==> config.mk <==
export PLATFORM = sky130hd
export DESIGN_NAME = stage_result_fifo
export DESIGN_NICKNAME = d
export VERILOG_FILES = /design/src/rtl/stage_result_fifo.sv
export SDC_FILE = /design/constraint.sdc
export NUM_CORES = 1
export LEC_CHECK = 0
export CAP_MARGIN = 30
export CORE_AREA = 2 2 136 138
export CTS_CLUSTER_SIZE = 8
export DETAILED_ROUTE_END_ITERATION = 8
export DIE_AREA = 0 0 138 140
export GPL_TIMING_DRIVEN = 0
export PLACE_DENSITY = 0.74
export SYNTH_ARGS = -nofsm -noshare
export SYNTH_HDL_FRONTEND = slang
export SYNTH_SLANG_ARGS = --single-unit
export TNS_END_PERCENT = 20
==> constraint.sdc <==
create_clock -name clk -period 3.67 [get_ports clk]
set_clock_uncertainty 0.15 [all_clocks]
set_input_delay 0.734 -clock clk [delete_from_list [all_inputs] [get_ports clk]]
set_output_delay 0.734 -clock clk [all_outputs]
set_load 0.05 [all_outputs]
==> src/rtl/stage_result_fifo.sv <==
// stage_result_fifo: fall-through result FIFO with level, sticky overflow, pop counter and optional checksum
// Ports: clk, rst (async active-high); in_valid/in_data/in_ready upstream handshake;
//   out_valid/out_data/out_ready downstream handshake; level = occupancy 0..DEPTH;
//   overflow = sticky "offered while full"; checksum = running sum of accepted words
//   (only when STAGE_RESULT_FIFO_CHECKSUM_EN is defined, else 0); pop_count = words delivered.
module stage_result_fifo #(
  parameter int DEPTH = 4
) (
  input  logic        clk,
  input  logic        rst,
  input  logic        in_valid,
  input  logic [31:0] in_data,
  output logic        in_ready,
  output logic        out_valid,
  output logic [31:0] out_data,
  input  logic        out_ready,
  output logic [4:0]  level,
  output logic        overflow,
  output logic [31:0] checksum,
  output logic [31:0] pop_count
);
  localparam int AW = $clog2(DEPTH);
  typedef enum logic [1:0] {EMPTY, PARTIAL, FULL} state_t;
  state_t state, state_nx;
  logic [31:0] mem [DEPTH];
  logic [AW-1:0] wr_ptr, rd_ptr;
  logic push, pop;
  assign in_ready  = level != 5'(DEPTH);
  assign out_valid = level != 5'd0;
  assign out_data  = out_valid ? mem[rd_ptr] : 32'd0;
  assign push      = in_valid && in_ready;
  assign pop       = out_valid && out_ready;
  always_comb begin
    state_nx = EMPTY;
    case (state)
      EMPTY:   state_nx = push ? PARTIAL : EMPTY;
      PARTIAL: state_nx = (push && !pop && level == 5'(DEPTH - 1)) ? FULL :
                          (pop && !push && level == 5'd1) ? EMPTY : PARTIAL;
      FULL:    state_nx = pop ? PARTIAL : FULL;
      default: state_nx = EMPTY;
    endcase
  end
  always_ff @(posedge clk or posedge rst) begin
    if (rst) begin
      state     <= EMPTY;
      wr_ptr    <= '0;
      rd_ptr    <= '0;
      level     <= '0;
      overflow  <= 1'b0;
      pop_count <= '0;
    end else begin
      state     <= state_nx;
      wr_ptr    <= push ? wr_ptr + 1'b1 : wr_ptr;
      rd_ptr    <= pop ? rd_ptr + 1'b1 : rd_ptr;
      level     <= level + 5'(push) - 5'(pop);
      overflow  <= overflow | (in_valid & ~in_ready);
      pop_count <= pop_count + 32'(pop);
    end
  end
  // Storage is deliberately left out of reset; pointers and level alone define validity.
  always_ff @(posedge clk) begin
    if (push) mem[wr_ptr] <= in_data;
  end
`ifdef STAGE_RESULT_FIFO_CHECKSUM_EN
  always_ff @(posedge clk or posedge rst) begin
    if (rst) checksum <= '0;
    else     checksum <= push ? checksum + in_data : checksum;
  end
`else
  assign checksum = 32'd0;
`endif
endmodule

== Word-level counts from Yosys, hierarchy flattened ==
Memory sizes are Yosys's and may differ from the RTL's.
Index checks and enable logic that the tools add are counted.

* Register bits after elaboration: 42
* Latch bits: 0
* RAM bits: 128
* ROM bits: 0
* Bits of input ports: 36
* Output and inout bits: 104
* Word-level logic and storage cells: 21
* Memories: 1

* Add/sub/neg operators: 5
* Multipliers: 0
* Div/mod/pow operators: 0
* $lt $le $gt $ge: 0
* Eq/ne operators: 1
* Shift operators: 0
* Muxes and demuxes: 3
* Bitwise operators: 3
* Reduce and logical (&&, ||, !) cells: 3

{| class="wikitable"
|+ Memories
! memory !! words !! width !! read ports !! clocked after memory_dff !! write ports !! RTL line !! RTL
|-
| mem || 4 || 32 || 1 || 0 || 1 || 25 || <nowiki>logic [31:0] mem [DEPTH];</nowiki>
|}

{| class="wikitable"
|+ Operator list
! kind !! count
|-
| 32-bit by 1-bit adder with 32-bit output || 1
|-
| 32-bit 2-to-1 mux || 1
|-
| 5-bit by 1-bit adder with 5-bit output || 1
|-
| 5-bit by 3-bit inequality test with 1-bit output, second input constant || 1
|-
| 5-bit nonzero test || 1
|-
| 5-bit by 1-bit subtractor with 5-bit output || 1
|-
| 2-bit by 1-bit adder with 2-bit output, second input constant || 2
|-
| 1-bit logical AND || 2
|-
| 1-bit 2-to-1 mux || 2
|-
| 1-bit bitwise AND || 1
|-
| 1-bit inverter || 1
|-
| 1-bit bitwise OR || 1
|}

== Logic depth before layout (Yosys ltp) ==
Gate-level depths: netlist of the first run.

* Word-level depth: 4
* Depth in mapped cells: 13

== Worst setup path before layout of the first run ==
OpenSTA, ideal clock, no wires.

* Path kind: flip-flop to flip-flop
* Start point: register level[3]
* End point: register level[4]
* Setup time: 0.080 ns
* Data arrival time: 2.873 ns
* Path slack: 0.567 ns
* Cell stages (with the launch flop): 14
* Path buffers: 0
* Clock period less this slack: 3.103 ns
* Cells stage by stage: dfrtp_1 > inv_1 > ha_1 > nand2_1 > nand2_1 > ha_1 > inv_1 > ha_1 > inv_1 > fa_1 > inv_1 > a21oi_1 > o21bai_1 > xnor2_1

* Word-level cells in the longest chain between the ends: 4

{| class="wikitable"
|+ RTL lines
! item !! RTL line !! RTL
|-
| start: declaration || 17 || <nowiki>output logic [4:0] level,</nowiki>
|-
| start signal: assignment || 55 || <nowiki>level <= level + 5'(push) - 5'(pop);</nowiki>
|-
| 5-bit by 3-bit inequality test with 1-bit output || 28 || <nowiki>assign in_ready = level != 5'(DEPTH);</nowiki>
|-
| net in_ready || 13 || <nowiki>output logic in_ready,</nowiki>
|-
| 1-bit logical AND || 31 || <nowiki>assign push = in_valid && in_ready;</nowiki>
|-
| 5-bit by 1-bit adder with 5-bit output || 55 ||
|-
| 5-bit by 1-bit subtractor with 5-bit output || 55 ||
|}

The timed path passes the listed nets, and every way through them passes these cells.
A chain may end at the register's enable or synchronous reset.

== Worst setup path in the final report of the first run ==
* Start point: register rd_ptr[0]
* End point: output out_data[15]

* Word-level cells in the longest chain between the ends: 2

{| class="wikitable"
|+ RTL lines
! item !! RTL line !! RTL
|-
| start: declaration || 26 || <nowiki>logic [AW-1:0] wr_ptr, rd_ptr;</nowiki>
|-
| start signal: assignment || 54 || <nowiki>rd_ptr <= pop ? rd_ptr + 1'b1 : rd_ptr;</nowiki>
|-
| memory read 4 x 32 bit || -- ||
|-
| 32-bit 2-to-1 mux || 30 || <nowiki>assign out_data = out_valid ? mem[rd_ptr] : 32'd0;</nowiki>
|-
| end: declaration || 15 || <nowiki>output logic [31:0] out_data,</nowiki>
|}

No other way between the ends.

==> key figures, run 1 <==
Run status
  – Status: complete, no violations

Setup path
  – Setup CP Type: reg2out
  – Slowest stage cell, crit path: clkdlybuf4s50_1
  – Arr. time, crit path: 2610 ps
  – Crit end category: primary output
  – CP bufs+invs: 3
  – FF-to-FF path depth: 12
  – Critical Path Start Type: flip-flop
  – Maximum fanout along the worst path: 10
  – Reg2Reg Capture Point: level[4]
  – CP top delay family: buffers and inverters
  – Critical-path cell list: buf_2, buf_4, mux4_2, and2_1, clkdlybuf4s50_1
  – Worst endpoint required time: 2790 ps
  – RR Startpoint: level[4]
  – Reg2Reg Setup Slack: 690 ps
  – Max stage delay on crit path: approximately 700 ps

Logic synthesis
  – Register area share after synthesis: 0.694
  – Post-synth EDFFs: 128
  – Top-count cell post-synth: edfxtp_1
  – Mapped Avg Cell Area: roughly 17 sq um
  – Top-area cell type share of the netlist area: 0.545
  – Area contributors post-synth: edfxtp_1 (55%), dfrtp_1 (15%), mux4_2 (10%)
  – Distinct cell type count after synthesis: 27
  – Leading area contributor after synthesis: edfxtp_1
  – Top_reg_cell synth: edfxtp_1
  – Asr flop ratio synth: 0.247
  – Post-Syn Instances: 409
  – Syn. warnings: 0
  – Syn Std Cell Area: 0.00705 sq mm
  – Register bit total from synthesis: 170
  – Top post-synthesis cells by count: edfxtp_1 (128), dfrtp_1 (42), and2_1 (33), buf_4 (32), mux4_2 (32)

Place
  – PortBufs: 107
  – Placed instance count: 778
  – Routability cong.: 0.773
  – Dpl hpwl: 8960 um

Layout
  – Share of post-route cells with drive strength above 1: 0.200
  – Antenna Cells: 0
  – Nets: approximately 620
  – Synth-to-layout area growth: 31.0%
  – Final cell count without fillers: 810

Floorplan
  – Core Rows: 49
  – Die Height: 140 um
  – Die area: 0.0193 sq mm
  – Die X: roughly 140 um
  – IO Count: 140
  – Initial core utilization: 0.396
  – Core Footprint: about 0.018 sq mm

Clock network
  – Hold buffers post-CTS: 0
  – CTS Sinks: between 150 and 200
  – Clock tree from TritonCTS: built
  – CTS buffer count: 17
  – CTS resizes: 16
  – Maximum clock path buffer count: 2
  – Root buffer cell: clkbuf_16
  – Worst-path clk slew: 60 ps
  – Postcts setup bufs: 0
  – Skew-Pair Late Insertion Delay: 410 ps
  – H-Tree Depth: 4

Pwr
  – PD cells: about 850 mW/mm^2
  – Switching Share: 0.380
  – Final Power: around 7800 uW
  – Seq pwr share: 0.337
  – Gate power share: 0.430
  – VDD IR max: 564 uV
  – Leak pwr: 0.00359 uW
  – Internal: 4850 uW
  – Clock power frac: 0.234
  – Net switching power: about 3000 uW

Detailed routing
  – First drt pass iteration count: 4
  – Vias post-DR: 3851
  – Final WL: 13500 um
  – DRT antenna net count: 0
  – DRT iter0 DRCs: roughly 200
  – Via density: 4.75
  – DR WL/cell: roughly 17 um
  – DRC: 0

Timing
  – Final period utilization: 0.953
  – RSZ-0062 raised after global routing: no
  – Final Max Tran Viols: 0
  – # setup viols final: 0
  – Setup TNS: 0 ps
  – Final worst path period need: around 3500 ps
  – Max transition margin: 0.385
  – Hold slack final: 326 ps
  – Worst slew pin tran: 922 ps
  – Final Hold Viols: 0
  – Fmax: 286 MHz

GRT
  – Vias in the first global route: approximately 4100
  – Largest net degree at the start of global routing: 43
  – Initial antenna violation count: 1
  – Total grt overflow: 0
  – Tot GR Track Use: 0.145
  – First-pass GRT wire length: 21600 um

Job
  – Max cap viols: 0

Worst hold path
  – Worst Hold Path Cells: 1
  – Worst Min Path Start: pop_count[31]
  – HP Class: reg2reg
  – Endpoint, Worst Hold: pop_count[31]
-- registers in the layout (all words and copies together) (netlist names) --
signal and cells:
level 5, pop_count 32, overflow 1, mem 128, rd_ptr 2, wr_ptr 2
-- routing by layer --
layer / share of wire / global-route usage
met4: 0.010 / 0.0467
met2: 0.50 / 0.244
met5: 0 / 0
met1: 0.42 / 0.177
met3: 0.075 / 0.0496
-- worst max-delay path by stage --
stage / depth (start not counted) / to / slack [ps] / from
2_1_floorplan: 13 / level[4] / 570 / level[3]
3_3_place_gp: 5 / out_data[24] / 300 / rd_ptr[1]
3_5_place_dp: 5 / out_data[24] / 290 / rd_ptr[1]
4_1_cts: 5 / out_data[29] / 7 / rd_ptr[0]
5_1_grt: 5 / out_data[12] / 20 / rd_ptr[0]
6_report: 5 / out_data[15] / 170 / rd_ptr[0]
-- layout by cell type, fill, tap and decap left out, types with 2 or more instances in the layout --
cell type / instances
a21oi_1: 2
and2_1: 33
and3_1: 6
and3_2: 4
buf_16: 2
buf_2: 3
buf_4: 34
bufinv_16: 2
clkbuf_1: 6
clkbuf_16: 19
clkbuf_2: 3
clkbuf_8: 2
clkdlybuf4s50_1: 83
clkinv_2: 2
clkinv_4: 2
clkinvlp_4: 3
conb_1: 32
dfrtp_1: 42
dlygate4sd2_1: 11
dlymetal6s2s_1: 13
edfxtp_1: 128
ha_1: 12
inv_1: 11
mux4_2: 32
nand2_1: 10
nand3_1: 16
nand4_1: 11
nor2_1: 6
nor3_1: 3
nor4_2: 2
xnor2_1: 28
xor2_1: 9
-- power groups by stage --
stage / Sequential, uW / Combinational, uW / Clock [uW]
2_1_floorplan: 2880 / 2170 / 0
3_3_place_gp: 2670 / 3380 / 0
3_5_place_dp: 2670 / 3480 / 0
4_1_cts: 2640 / 3440 / 1860
5_1_grt: 2680 / 3570 / 1950
6_report: 2630 / 3360 / 1830
-- per-stage QoR --
step           utilization  cell area [sq um]  setup slack [ps]
3_3_place_gp         0.479               8520               296
6_report             0.519               9230               174
5_1_grt              0.519               9230              16.6
2_1_floorplan            -               7160               567
4_1_cts              0.517               9200              7.22
3_5_place_dp         0.483               8580               286
-- area by class of cell --
class	count	area, sq um
buffer	44	300
clock buffer	23	510
clock inverter	9	110
fill	1489	8550
inverter	12	45.0
multi-input combinational	214	1940
sequential	170	4890
tap	229	287
timing repair buffer	109	1140
-- kinds of logic (layout without fill, tap and decap cells) --
logic type / after synthesis / count (layout) / synth area share
other: 1 / 32 / 0.000532
AOI/OAI and AO/OA: 5 / 5 / 0.00479
and+or+nand+nor: 94 / 94 / 0.0785
muxes: 33 / 33 / 0.104
DFF: 170 / 170 / 0.694
buffers and inverters: 56 / 197 / 0.0478
adders and majority gates: 13 / 13 / 0.0241
xor gates and xnor gates: 37 / 37 / 0.0460
-- worst register-to-register path: stages (launching register included) --
cell and delay [ps]:
dfrtp_1 410, nor3_1 380, nand2_2 230, and2_1 280
ha_1 290, inv_1 50, ha_1 160, inv_1 60
fa_1 400, inv_1 80, a21oi_1 70, o21bai_1 190
xnor2_1 150
Note: power is estimated with default switching activity, not from simulation.
==> run 2: changes to the inputs <==
--- a/config.mk
+++ b/config.mk
@@ -6,12 +6,14 @@
 export NUM_CORES = 1
 export LEC_CHECK = 0
 export CAP_MARGIN = 30
+export CELL_PAD_IN_SITES_DETAIL_PLACEMENT = 0
+export CELL_PAD_IN_SITES_GLOBAL_PLACEMENT = 1
 export CORE_AREA = 2 2 136 138
+export CTS_BUF_LIST = sky130_fd_sc_hd__clkbuf_4 sky130_fd_sc_hd__clkbuf_8
 export CTS_CLUSTER_SIZE = 8
 export DETAILED_ROUTE_END_ITERATION = 8
 export DIE_AREA = 0 0 138 140
-export GPL_TIMING_DRIVEN = 0
-export PLACE_DENSITY = 0.74
+export PLACE_DENSITY = 0.84
 export SYNTH_ARGS = -nofsm -noshare
 export SYNTH_HDL_FRONTEND = slang
 export SYNTH_SLANG_ARGS = --single-unit
==> run 2 against run 1 <==
Non-clock buffer count down 35. Register-to-register slack better by 80 ps. Via count down 3.8%. Routed wire length up 0.32%. Hold slack better by 2.4 ps. Sequential power up 4%. Die area unchanged. First-iteration DRC count down 15%. Fmax up 1.7%. Clock-buffer cell count down 6. Critical path type unchanged.
==> key figures, run 2 (synthesized netlist as in run 1, its figures left out) <==
Run status
  – Status: complete, no violations

Detailed routing
  – First drt pass iteration count: 4
  – Final WL: 13500 um
  – Vias post-DR: 3704
  – Via density: 4.78
  – DR WL/cell: 17.5 um
  – DRT antenna net count: 0
  – DRC: 0
  – DRT iter0 DRCs: ~170

Floorplan
  – Core Footprint: about 0.018 sq mm
  – Die X: 138 um
  – Die Height: 140 um
  – Initial core utilization: 0.396
  – IO Count: 140
  – Die area: 0.0193 sq mm
  – Core Rows: 49

Setup path
  – Arr. time, crit path: 2550 ps
  – Critical Path Start Type: flip-flop
  – Worst endpoint required time: 2790 ps
  – Setup CP Type: reg2out
  – Crit end category: primary output
  – Maximum fanout along the worst path: 13

Clock network
  – Skew-Pair Late Insertion Delay: approximately 450 ps
  – Postcts setup bufs: 0
  – Hold buffers post-CTS: 0
  – Clock tree from TritonCTS: built
  – Worst-path clk slew: 90 ps
  – Maximum clock path buffer count: 2
  – CTS Sinks: 170
  – CTS buffer count: 17
  – CTS resizes: 0
  – H-Tree Depth: 4
  – Root buffer cell: clkbuf_8

Layout
  – Biggest register: mem
  – Finished Cell Area: 0.00862 sq mm
  – Most frequent cells in the layout: edfxtp_1 (128), clkdlybuf4s50_1 (82), dfrtp_1 (40)
  – Synth-to-layout area growth: 22.3%
  – Nets: 582
  – Regs by FF count: mem (128), pop_count (32), level (5)
  – Final Core Density: 0.485
  – Antenna Cells: 0
  – Share of post-route cells with drive strength above 1: 0.198
  – Commonest non-fill, non-tap cell in the layout: edfxtp_1
  – Number of flip-flops in the largest register: 128

Timing
  – # setup viols final: 0
  – Hold slack final: 329 ps
  – Final worst path period need: 3440 ps
  – Max transition margin: 0.412
  – Final period utilization: 0.936
  – RSZ-0062 raised after global routing: no
  – Final Max Tran Viols: 0
  – Setup TNS: 0 ps
  – Worst slew pin tran: 881 ps
  – Fmax: 291 MHz
  – Final Hold Viols: 0

Pwr
  – PD cells: 827 mW/mm^2
  – Leak pwr: 0.00316 uW
  – VDD IR max: 504 uV

GRT
  – Vias in the first global route: slightly above 4000
  – Grt met1 use: 0.174
  – Met3 usage: 0.0496
  – Largest net degree at the start of global routing: 24
  – Initial antenna violation count: 0
  – Tot GR Track Use: 0.145
  – First-pass GRT wire length: approximately 22000 um
  – Total grt overflow: 0
  – GRT met2 Usage: 0.248
  – Most crowded layer after global routing: met2

Place
  – Dpl hpwl: around 8900 um
  – PortBufs: 107
  – Routability cong.: about 0.84
  – Dpl cell area: 0.00826 sq mm

Worst hold path
  – HP Class: reg2reg

Job
  – Max cap viols: 0
run 2: cell types whose count changed in the layout (fill, tap and decap cells not counted), sizes merged:
cell / previous run / this run
buf: 39 / 36
bufinv: 2 / 1
clkbuf: 30 / 17
clkdlybuf4s50: 83 / 82
clkinv: 4 / 5
clkinvlp: 3 / 6
dlygate4sd2: 11 / 0
dlymetal6s2s: 13 / 0
inv: 12 / 15
run 2: path summary, 6_finish.rpt:
check                           startpoint       endpoint  slack, ps  cells past startpoint
worst max-delay path             rd_ptr[0]    out_data[9]        230                      3
worst min-delay path              overflow       overflow        330                      1
worst max register to register    level[2]  pop_count[26]        770                     11
worst min register to register    overflow       overflow        330                      1
max in group asynchronous              rst  pop_count[16]       1970                      3
min in group asynchronous              rst  pop_count[11]        610                      2
run 2: stage by stage:
stage                     cells  worst slack, ps  power (uW)
after global placement      743              598        5970
after detailed placement    743              479        6030
final                       775              233        7130
after floorplan             440              567        5050
after CTS                   775              142        7240
after global routing        775             70.1        7490
run 2: area by class of cell:
cell class,count,area (sq um)
Clock buffer,17,234
Sequential cell,170,4900
Multi-Input combinational cell,214,1940
Inverter,12,45.0
Tap cell,229,287
Clock inverter,15,125
Fill cell,1519,9160
Timing Repair Buffer,118,1090
run 2: per-layer routing:
| metal | vias up | routed length, um |
|---|---|---|
| li1 | 1699 | - |
| met5 | - | 0 |
| met4 | 0 | 151 |
| met2 | 107 | 6820 |
| met3 | 13 | 805 |
| met1 | 1885 | 5760 |
run 2: power by group:
| part | internal, uW | switching, uW | leakage, uW | total, uW |
|---|---|---|---|---|
| Sequential | 2480 | 249 | 0.00172 | 2730 |
| Clock | 532 | 669 | 0.000161 | 1200 |
| Combinational | 1190 | 2010 | 0.00127 | 3200 |
| Total | 4200 | 2930 | 0.00316 | 7130 |
run 2: worst max-delay path, stage by stage (launching register included):
cell and delay [ps]:
dfrtp_2 670, mux4_2 560, and2_1 180, clkdlybuf4s50_1 690
